### src/rtl/conv_1st_out_collect.sv
// Collects first-layer convolution result groups, quantises each lane (ReLU, shift, saturate),
// buffers groups in a FIFO and serialises them one lane per handshake.
//
// state | meaning
// IDLE  | FIFO empty, no beat offered
// SEND  | head entry offered lane by lane; popped on handshake of the last lane
module conv_1st_out_collect #(
  parameter int LANES = 6,
  parameter int IN_W  = 20,
  parameter int OUT_W = 8,
  parameter int SHIFT = 6,
  parameter int DEPTH = 8
) (
  input  logic                    clk,
  input  logic                    rst_n,
  input  logic                    valid_i,
  input  logic [4:0]              weight_num_i,
  input  logic [LANES*IN_W-1:0]   data_i,
  output logic                    out_valid_o,
  input  logic                    out_ready_i,
  output logic [OUT_W-1:0]        out_data_o,
  output logic [4:0]              out_ch_o,
  output logic                    out_half_o,
  output logic [2:0]              out_lane_o,
  output logic                    out_last_o,
  output logic                    ovf_o,
  output logic [$clog2(DEPTH):0]  level_o
);

  localparam int AW = $clog2(DEPTH);
  localparam logic [IN_W-1:0] SAT = {{(IN_W-OUT_W){1'b0}}, {OUT_W{1'b1}}};
  localparam logic [2:0] LAST_LANE = 3'(LANES-1);

  typedef enum logic {IDLE, SEND} state_t;

  state_t            state_q, state_d;
  logic [AW-1:0]     wr_ptr, rd_ptr;
  logic [AW:0]       level_q, level_d;
  logic [2:0]        lane_q, lane_d;
  logic              half_q, ovf_q;
  logic              full, hs, pop, push;

  logic [OUT_W-1:0]  q_lane [LANES];
  logic [OUT_W-1:0]  mem_d [DEPTH][LANES];
  logic [4:0]        mem_ch [DEPTH];
  logic              mem_half [DEPTH];

  for (genvar g = 0; g < LANES; g++) begin : g_quant
    logic signed [IN_W-1:0] raw;
    logic [IN_W-1:0]        sh;
    assign raw       = data_i[g*IN_W +: IN_W];
    assign sh        = raw[IN_W-1] ? '0 : ($unsigned(raw) >> SHIFT);
    assign q_lane[g] = (sh > SAT) ? {OUT_W{1'b1}} : sh[OUT_W-1:0];
  end

  assign full = (level_q == (AW+1)'(DEPTH));
  assign hs   = out_valid_o && out_ready_i;
  assign pop  = hs && (lane_q == LAST_LANE);
  // A full FIFO still accepts a group when the head leaves on the same edge.
  assign push = valid_i && (!full || pop);

  always_comb begin
    level_d = level_q;
    lane_d  = lane_q;
    state_d = state_q;
    if (push && !pop)
      level_d = level_q + (AW+1)'(1);
    else if (pop && !push)
      level_d = level_q - (AW+1)'(1);
    if (hs)
      lane_d = (lane_q == LAST_LANE) ? 3'd0 : lane_q + 3'd1;
    // Next state follows next occupancy so a push into an empty FIFO is offered one cycle later.
    case (state_q)
      IDLE:    if (level_d != '0) state_d = SEND;
      SEND:    if (level_d == '0) state_d = IDLE;
      default: state_d = IDLE;
    endcase
  end

  always_ff @(posedge clk) begin
    if (!rst_n) begin
      state_q <= IDLE;
      level_q <= '0;
      wr_ptr  <= '0;
      rd_ptr  <= '0;
      lane_q  <= '0;
      half_q  <= 1'b0;
      ovf_q   <= 1'b0;
    end else begin
      state_q <= state_d;
      level_q <= level_d;
      lane_q  <= lane_d;
      if (push) begin
        wr_ptr <= wr_ptr + AW'(1);
        half_q <= ~half_q;
      end
      if (pop)
        rd_ptr <= rd_ptr + AW'(1);
      if (valid_i && !push)
        ovf_q <= 1'b1;
    end
  end

  always_ff @(posedge clk) begin
    if (push) begin
      for (int i = 0; i < LANES; i++)
        mem_d[wr_ptr][i] <= q_lane[i];
      mem_ch[wr_ptr]   <= weight_num_i;
      mem_half[wr_ptr] <= half_q;
    end
  end

  // Storage is not reset, so beat fields are forced to zero whenever no beat is offered.
  assign out_valid_o = (state_q == SEND);
  assign out_data_o  = out_valid_o ? mem_d[rd_ptr][lane_q] : '0;
  assign out_ch_o    = out_valid_o ? mem_ch[rd_ptr] : 5'd0;
  assign out_half_o  = out_valid_o && mem_half[rd_ptr];
  assign out_lane_o  = lane_q;
  assign out_last_o  = out_valid_o && (out_ch_o == 5'd31) && out_half_o && (lane_q == LAST_LANE);
  assign ovf_o       = ovf_q;
  assign level_o     = level_q;

endmodule

### config.mk
export PLATFORM = sky130hd
export DESIGN_NAME = conv_1st_out_collect
export DESIGN_NICKNAME = d
export VERILOG_FILES = /design/src/rtl/conv_1st_out_collect.sv
export SDC_FILE = /design/constraint.sdc
export NUM_CORES = 1
export LEC_CHECK = 0
export BUFFER_PORTS_ARGS = -buffer_cell sky130_fd_sc_hd__buf_2
export CAP_MARGIN = 20
export CORE_ASPECT_RATIO = 2
export CORE_MARGIN = 2
export CORE_UTILIZATION = 54
export CTS_CLUSTER_SIZE = 20
export DETAILED_ROUTE_END_ITERATION = 16
export PLACE_DENSITY = 0.72
export SYNTH_ARGS = -nofsm -noshare
export SYNTH_HDL_FRONTEND = slang
export SYNTH_SLANG_ARGS = --single-unit
### constraint.sdc
create_clock -name clk -period 6.7 [get_ports clk]
set_input_delay 0.67 -clock clk [delete_from_list [all_inputs] [get_ports clk]]
set_output_delay 0.67 -clock clk [all_outputs]
set_load 0.05 [all_outputs]
After elaboration in Yosys (flattened, before gate mapping)
Memory sizes are Yosys's and may differ from the RTL's. A register that Yosys moved wholly into a read port is not among the register bits.
Cells that the tools add are included.
W data, S select, Z words.
{ "op_classes": {"n_eq_ne": 3, "addsub": 5, "order_cmp": 7, "mux": 31, "reduce_logical": 16, "bitwise_logic": 3} }
{ "op_table": {"columns": ["operator", "count"], "rows": [
  ["$gt A13 B8 Y1 const B", 6],
  ["$mux W13", 6],
  ["$mux W8", 9],
  ["$bmux W8 S3", 1],
  ["$mux W3", 7],
  ["$logic_and A1 B1 Y1", 10],
  ["$add A3 B1 Y3 const B", 3],
  ["$mux W4", 2],
  ["$eq A5 B5 Y1 const B", 1],
  ["$mux W5", 1],
  ["$add A4 B1 Y4 const B", 1],
  ["$eq A4 B4 Y1 const B", 1],
  ["$ge A4 B4 Y1 const B", 1],
  ["$logic_not A4 Y1", 1],
  ["$mux W1", 4],
  ["$not A3 Y4", 1],
  ["$reduce_bool A4 Y1", 1],
  ["$sub A4 B1 Y4 const B", 1],
  ["$eq A3 B3 Y1 const B", 1],
  ["$logic_not A1 Y1", 3],
  ["$not A1 Y1", 2],
  ["$pmux W1 S2", 1],
  ["$logic_or A1 B1 Y1", 1]
]} }
{ "totals": {"mem_count": 3, "in_bits": 129, "ram_bits": 432, "elab_cells": 75, "register_bits": 16} }
{ "mem_list": {"columns": ["name", "words", "width", "rd", "rd_ports_with_merged_regs", "wr", "line_no", "source"], "rows": [
  ["mem_d", 8, 48, 1, 1, 1, "44", "logic [OUT_W-1:0] mem_d [DEPTH][LANES];"],
  ["mem_ch", 8, 5, 1, 1, 1, "45", "logic [4:0] mem_ch [DEPTH];"],
  ["mem_half", 8, 1, 1, 1, 1, "46", "logic mem_half [DEPTH];"]
]} }

Depth between registers and ports, before layout
Gate-level depths: netlist of run 1.
{ "depth": {"word_depth": 11, "mapped_depth": 8, "depth_no_buf": 7} }

Worst setup path before layout of run 1
Ideal clock, no wire load.
{ "synth_path": {"kind": "reg2reg", "from": "reg level_q[0], in the netlist level_o[0]", "to": "mem mem_ch[0][0], enable pin", "setup_slack_ns": -0.485, "setup_ns": 0.600, "n_path_buf": 0, "stages_incl_launch_ff": 6, "arrival_ns": 6.584, "synth_period_minus_slack_ns": 7.185, "path_cell_list": "dfxtp_1 > inv_1 > ha_1 > nand3b_1 > o21ai_1 > nor4_1"} }
{ "synth_between": {"elab_chain_cells": 6} }
{ "synth_rtl": {"columns": ["element", "line_no", "source"], "rows": [
  ["from (decl)", "38", "logic [AW:0] level_q, level_d;"],
  ["from (signal assigned)", "91", "level_q <= level_d;"],
  ["$eq A4 B4 Y1", "56", "assign full = (level_q == (AW+1)'(DEPTH));"],
  ["$logic_not A1 Y1", "60", "assign push = valid_i && (!full || pop);"],
  ["$logic_or A1 B1 Y1", "60", null],
  ["$logic_and A1 B1 Y1", "60", null],
  ["$mux W1", "105", "if (push) begin"],
  ["$mux W1 (implied by the code)", "108", "mem_ch[wr_ptr] <= weight_num_i;"],
  ["to (decl)", "45", null]
]} }
Every way passes these cells.

==> results of run 1 <==
-- metrics by stage --
step           total power (µW)  worst slack (ns)
2_1_floorplan              3460             0.980
3_3_place_gp               3580              2.73
3_5_place_dp               3600              2.73
4_1_cts                    5670              2.17
5_1_grt                    5790              2.00
6_report                   5630              2.29
-- sequential cells by signal (all words and copies together), names as in the netlist, named ones only --
name / flops
out_lane_o: 3
ovf_o: 1
rd_ptr: 3
half_q: 1
mem_half: 8
mem_d: 384
wr_ptr: 3
out_valid_o: 1
level_o: 4
mem_ch: 40
-- area by class of cell --
type / instances / area, µm² / share of cell area
well taps: 432 / 541 / 0.0269
repair buffers: 133 / 708 / 0.0353
clock inverters: 18 / 124 / 0.00617
inverters: 4 / 15.0 / 0.000748
flip-flops and latches: 451 / 13400 / 0.666
multi-input cells: 423 / 4270 / 0.213
clock buffers: 46 / 1040 / 0.0521
-- worst paths after layout --
kind	start	slack (ns)	depth (start not counted)	end
worst max-delay path	flop	2.29	7	out_data_o[2]
worst min-delay path	weight_num_i[3]	0.40	1	mem_ch[0][3]
worst max register to register	out_lane_o[0]	3.25	5	mem_d[7][9]
worst min register to register	rd_ptr[1]	0.48	2	flop
-- cell families (layout without fill, tap and decap cells) --
kind of cell,after synthesis,in the layout,synth area share
buffers and inverters,49,201,0.0134
adders and majority gates,4,4,0.00281
xor gates and xnor gates,6,6,0.00295
and+or+nand+nor,213,213,0.0526
DFF,451,451,0.750
muxes,127,127,0.148
AOI/OAI and AO/OA,73,73,0.0303
-- worst max-delay path, delay by kind of cell (launching register included) --
kind	cells	cell delay, ns
flip-flops	1	0.88
AO/OA/AOI/OAI	3	0.70
buffers and inverters	2	0.83
multiplexers	2	0.76
-- metal layers --
metal / routed length [µm] / up-vias / track usage / share of wire
met4: 991 / 0 / 0.0857 / 0.027
met1: 13400 / 4622 / 0.264 / 0.37
li1: - / 3972 / - / -
met5: 0 / - / 0 / 0
met2: 20300 / 319 / 0.401 / 0.56
met3: 1820 / 56 / 0.0198 / 0.050
-- power groups by stage --
stage | clock network [µW] | logic, µW | registers [µW]
after detailed placement | 0 | 339 | 3260
after global placement | 0 | 333 | 3250
after CTS | 2140 | 340 | 3200
final | 2100 | 336 | 3200
after floorplan | 0 | 200 | 3260
after global routing | 2230 | 361 | 3200
-- cells in the final DEF, fill, tap and decap left out, drive strengths merged, types with 14 or more instances in the layout --
master,synthesis,routed
dfxtp,19,19
edfxtp,432,432
mux4,108,108
nor2b,15,15
nor3,14,14
buf,33,133
nand2,29,29
nor2,132,132
clkbuf,12,46
a22oi,17,17
==> impl_metrics.ini, run 1 <==
[global_route]
grt_pass1_vias = 9463
grt_pass1_wl_um = 56000
grt_start_max_net_pins = 66
grt_overflow = 0
antenna_found_initial = 0
grt_use_total = 0.218

[status]
outcome = complete, no violations

[logic_synthesis]
yosys.area.top_type = edfxtp_1
ys_top_cells_by_count = edfxtp_1, nor2_1, mux4_2
ys.flop_type = edfxtp_1
synth_edf_count = 432
yosysWarnings = 0
synth_area_leaders = edfxtp_1, mux4_2, nor2_1
synth-seq-cells = 451
synth_top_area_frac = 0.729
async_reset_ff_frac = 0
netlist_area_um2 = 17800
synth_nets = 1056
synth_area_per_cell_um2 = 19.3
synth_cell_type_count = 53
synth_cells = 923
yosysMostFrequentCell = edfxtp_1
seq_area_frac_synth = 0.750

[final_layout]
final_core_util = 0.614
fin_area_um2 = 20100
drive_above_1_share = 0.298
final_nets = 1184
final_cells = 1507
fillers = 2373
antennaDiodeCount = 0
area_growth_pct = 12.7

[clocking]
cts_htree_levels = 2
holdBufCountCts = 0
cts_tree = done
cts_setup_buffers = 0
post_cts_resized = 0
cts_sinks = 451
clockBufferDepth = 3
clk_pin_slew_worst_paths_ns = 0.07
cts_root_buffer = clkbuf_16
clk_latency_ns = 0.54
numCtsBuffers = 38

[drt]
routedWlPerCell_um = 24.2
drt_pass1_iterations = 5
vias = 8969
drcViolationCount = 0
viasPerCell = 5.95
routed_wl_um = 36500
dr.first_iter.drc_count = 799
final_antenna_net_count = 0

[pwr]
pwr-share-seq = 0.567
power_density_nw_per_um2 = 281
p_int_uw = 4430
combPwrFrac = 0.060
ir_drop_uv = 210
power_frac_clock = 0.373
switching_share = 0.214
p_leak_uw = 0.00644
switching_power_uw = 1210

[timing]
rsz0062_at_grt = false
setup_tns_ns = 0
timing.fmax_mhz = 227
timing.final.crit_share = 0.658
skew_ns = 0.0160
finalSetupViolations = 0
slew_headroom = 0.345
worst_pin_slew_ns = 0.983
slew_violations = 0
min_period_ns = 4.41
hold_ws_ns = 0.405
hold_viol = 0

[die]
die_w_um = 132
die_area_um2 = 34500
die_height_um = 261
pin_count = 153
start_util = 0.544
core_area_um2 = 32700
rows = 94

[critical_path]
slowest_stage = dfxtp_4
path_cells = buf_4, mux4_2, mux2i_1, o221ai_1, a211oi_1, a311oi_1, buf_2
cp-start-kind = flop
cp_data_required_time_ns = 6.03
worstSetupPathType = flop to output pin
worstSetupEndpointType = output pin
slowest_delay_ns = 0.88
critPathArrivalTime_ns = 3.74
cp_max_fo = 40

[placement]
port-buffer-count = 116
place_inst = 1443
place.gp.congestion = 0.758
dpl.hpwl_um = 21200
place_area_um2 = 18900

[hold_path]
hold_path_class = input port to flop

[job]
maxCapViolCount = 0
No activity file was read; power rests on OpenSTA's default activity.
==> run 2: changes to the inputs <==
--- a/config.mk
+++ b/config.mk
@@ -5,14 +5,15 @@
 export SDC_FILE = /design/constraint.sdc
 export NUM_CORES = 1
 export LEC_CHECK = 0
+export ABC_AREA = 1
 export BUFFER_PORTS_ARGS = -buffer_cell sky130_fd_sc_hd__buf_2
 export CAP_MARGIN = 20
 export CORE_ASPECT_RATIO = 2
 export CORE_MARGIN = 2
-export CORE_UTILIZATION = 54
+export CORE_UTILIZATION = 60
 export CTS_CLUSTER_SIZE = 20
 export DETAILED_ROUTE_END_ITERATION = 16
-export PLACE_DENSITY = 0.72
+export PLACE_DENSITY = 0.76
 export SYNTH_ARGS = -nofsm -noshare
 export SYNTH_HDL_FRONTEND = slang
 export SYNTH_SLANG_ARGS = --single-unit
==> constraint.sdc (replaced) <==
create_clock -name clk -period 4.6 [get_ports clk]
set_input_delay 0.46 -clock clk [delete_from_list [all_inputs] [get_ports clk]]
set_output_delay 0.46 -clock clk [all_outputs]
set_load 0.05 [all_outputs]
==> impl_metrics.ini, run 2 <==
[clocking]
clk_pin_slew_worst_paths_ns = 0.07
post_cts_resized = 0
cts_tree = done
cts_sinks = 451
cts_root_buffer = clkbuf_16
cts_htree_levels = 2
numCtsBuffers = 37
cts_setup_buffers = 0
clk_latency_ns = 0.53
clockBufferDepth = 3
holdBufCountCts = 0

[logic_synthesis]
ys.flop_type = edfxtp_1
synth_cell_type_count = 34
synth_top_area_frac = 0.672
yosysWarnings = 0
synth-seq-cells = 451
yosys.area_share.simple = 0.185
seq_area_frac_synth = 0.692
synth_top_family_by_area = simple AND/OR/NAND/NOR gates
yosys.area.top_type = edfxtp_1
synth_compound_area_frac = 0.0561
synth_area_per_cell_um2 = 10.8
netlist_area_um2 = 19300
yosys.area_share.adder = 0.00259
yosysMostFrequentCell = nand2_1
synth.mux.area_fraction = 0
synth_nets = 1924
synth_cells = 1791
ys_top_cells_by_count = nand2_1, edfxtp_1, nand3_1
async_reset_ff_frac = 0
synth_area_leaders = edfxtp_1, nand2_1, nand3_1
synth_edf_count = 432
synth_xor_area_frac = 0.00136

[timing]
setup_tns_ns = 0
finalSetupViolations = 0
slew_violations = 0
rsz0062_at_grt = false
skew_ns = 0.0116
min_period_ns = 3.67
worst_pin_slew_ns = 1.04
hold_viol = 0
timing.final.crit_share = 0.797
fin_ws_ns = 0.933
timing.fmax_mhz = 273
slew_headroom = 0.307

[die]
core_area_um2 = 31700
pin_count = 153
rows = 92
die_height_um = 258
die_w_um = 131
die_area_um2 = 33700
start_util = 0.610

[placement]
dpl.hpwl_um = 25900
place.gp.congestion = 0.800
dpl_worst_slack_ns = 1.38
port-buffer-count = 116

[critical_path]
cp_data_required_time_ns = 4.14
critPathArrivalTime_ns = 3.21
rrSetupSlack_ns = 1.35
cp_max_fo = 216
cp-start-kind = flop
r2r_cells = 9
worstSetupEndpointType = output pin
worstSetupPathType = flop to output pin

[global_route]
grt_start_max_net_pins = 217
grt_pass1_vias = 13066
grt_use_total = 0.276
grt_overflow = 0
grt_pass1_wl_um = 69900
antenna_found_initial = 0

[pwr]
power_density_nw_per_um2 = 399
p_total_uw = 8570
p_leak_uw = 0.00837
switching_share = 0.224
switching_power_uw = 1920
power_frac_clock = 0.375
p_int_uw = 6650
ir_drop_uv = 409
pwr-share-seq = 0.545
combPwrFrac = 0.080

[final_layout]
layout_common_cells = nand2_1, edfxtp_1, nand3_1
area_growth_pct = 11.2
antennaDiodeCount = 0
final_nets = 2013
multiInputGateArea_um2 = 4800
largest_reg_flops = 384
fillers = 2241
drive_above_1_share = 0.110
reg.largest.list = mem_d (384), mem_ch (40), mem_half (8)
seq_area_um2 = 13400
final_core_util = 0.678
largest_register = mem_d
final_common_cell = nand2_1

[drt]
drcViolationCount = 0
viasPerCell = 5.74
drt_pass1_iterations = 5
dr.first_iter.drc_count = 1490
routedWlPerCell_um = 19.8
vias = 13364
routed_wl_um = 46100
final_antenna_net_count = 0

[hold_path]
hold_path_class = input port to flop
holdPathStages = 1

[status]
outcome = complete, no violations

[job]
maxCapViolCount = 0
-- run 2: layout make-up --
type	instances	share of cell area
Clock buffer	44	0.0453
Clock inverter	20	0.0113
Inverter	173	0.0305
Multi-Input combinational cell	1079	0.224
Sequential cell	451	0.622
Tap cell	423	0.0247
Timing Repair Buffer	138	0.0423
-- run 2: power by group through the flow --
stage / Combinational [µW] / Clock (µW) / Sequential [µW]
4_1_cts: 688 / 3230 / 4670
5_1_grt: 742 / 3390 / 4680
2_1_floorplan: 386 / 0 / 4790
3_3_place_gp: 665 / 0 / 4760
3_5_place_dp: 682 / 0 / 4760
6_report: 689 / 3210 / 4670
-- run 2: logic make-up after synthesis --
kind of cell,after synthesis
AND/OR/NAND/NOR,884
flip-flops,451
buffers and inverters,261
AO/OA/AOI/OAI,188
adder cells (fa/ha/maj),4
XOR/XNOR,3
-- run 2: worst max-delay path, stage by stage (launching register included) --
cell and delay [ns]:
dfxtp_4 0.39, buf_12 0.64, nor2_1 0.11, nor2_1 0.12, o21ai_0 0.11, nand3_1 0.08, nand3_1 0.17, nand2_1 0.14
inv_1 0.05, nand2_1 0.11, nand2_1 0.06, a21oi_1 0.19, buf_2 0.30
-- run 2: routing by layer --
layer  vias to the layer above  GRT usage  part of all wire  routed length, µm
li1                       6218          -                 -                  -
met1                      6421      0.326              0.35              16200
met2                       593      0.495              0.53              24600
met3                       132     0.0273             0.064               2950
met4                         0      0.139             0.050               2320
met5                         -          0                 0                  0
-- run 2: final timing paths --
path / startpoint / end
min: weight_num_i[3] / mem_ch[6][3]
max: flop / out_data_o[4]
min reg2reg: ovf_o / ovf_o
max reg2reg: out_lane_o[2] / mem_d[4][11]
-- run 2: stage by stage --
step	instance area [µm²]	hold WS, ns	std cells
finish	21500	0.215	2328
global route	21500	0.219	2328
CTS	21500	0.197	2328
detailed placement	20300	0.446	2264
global placement	20300	0.438	2264
floorplan	19300	0.448	1791
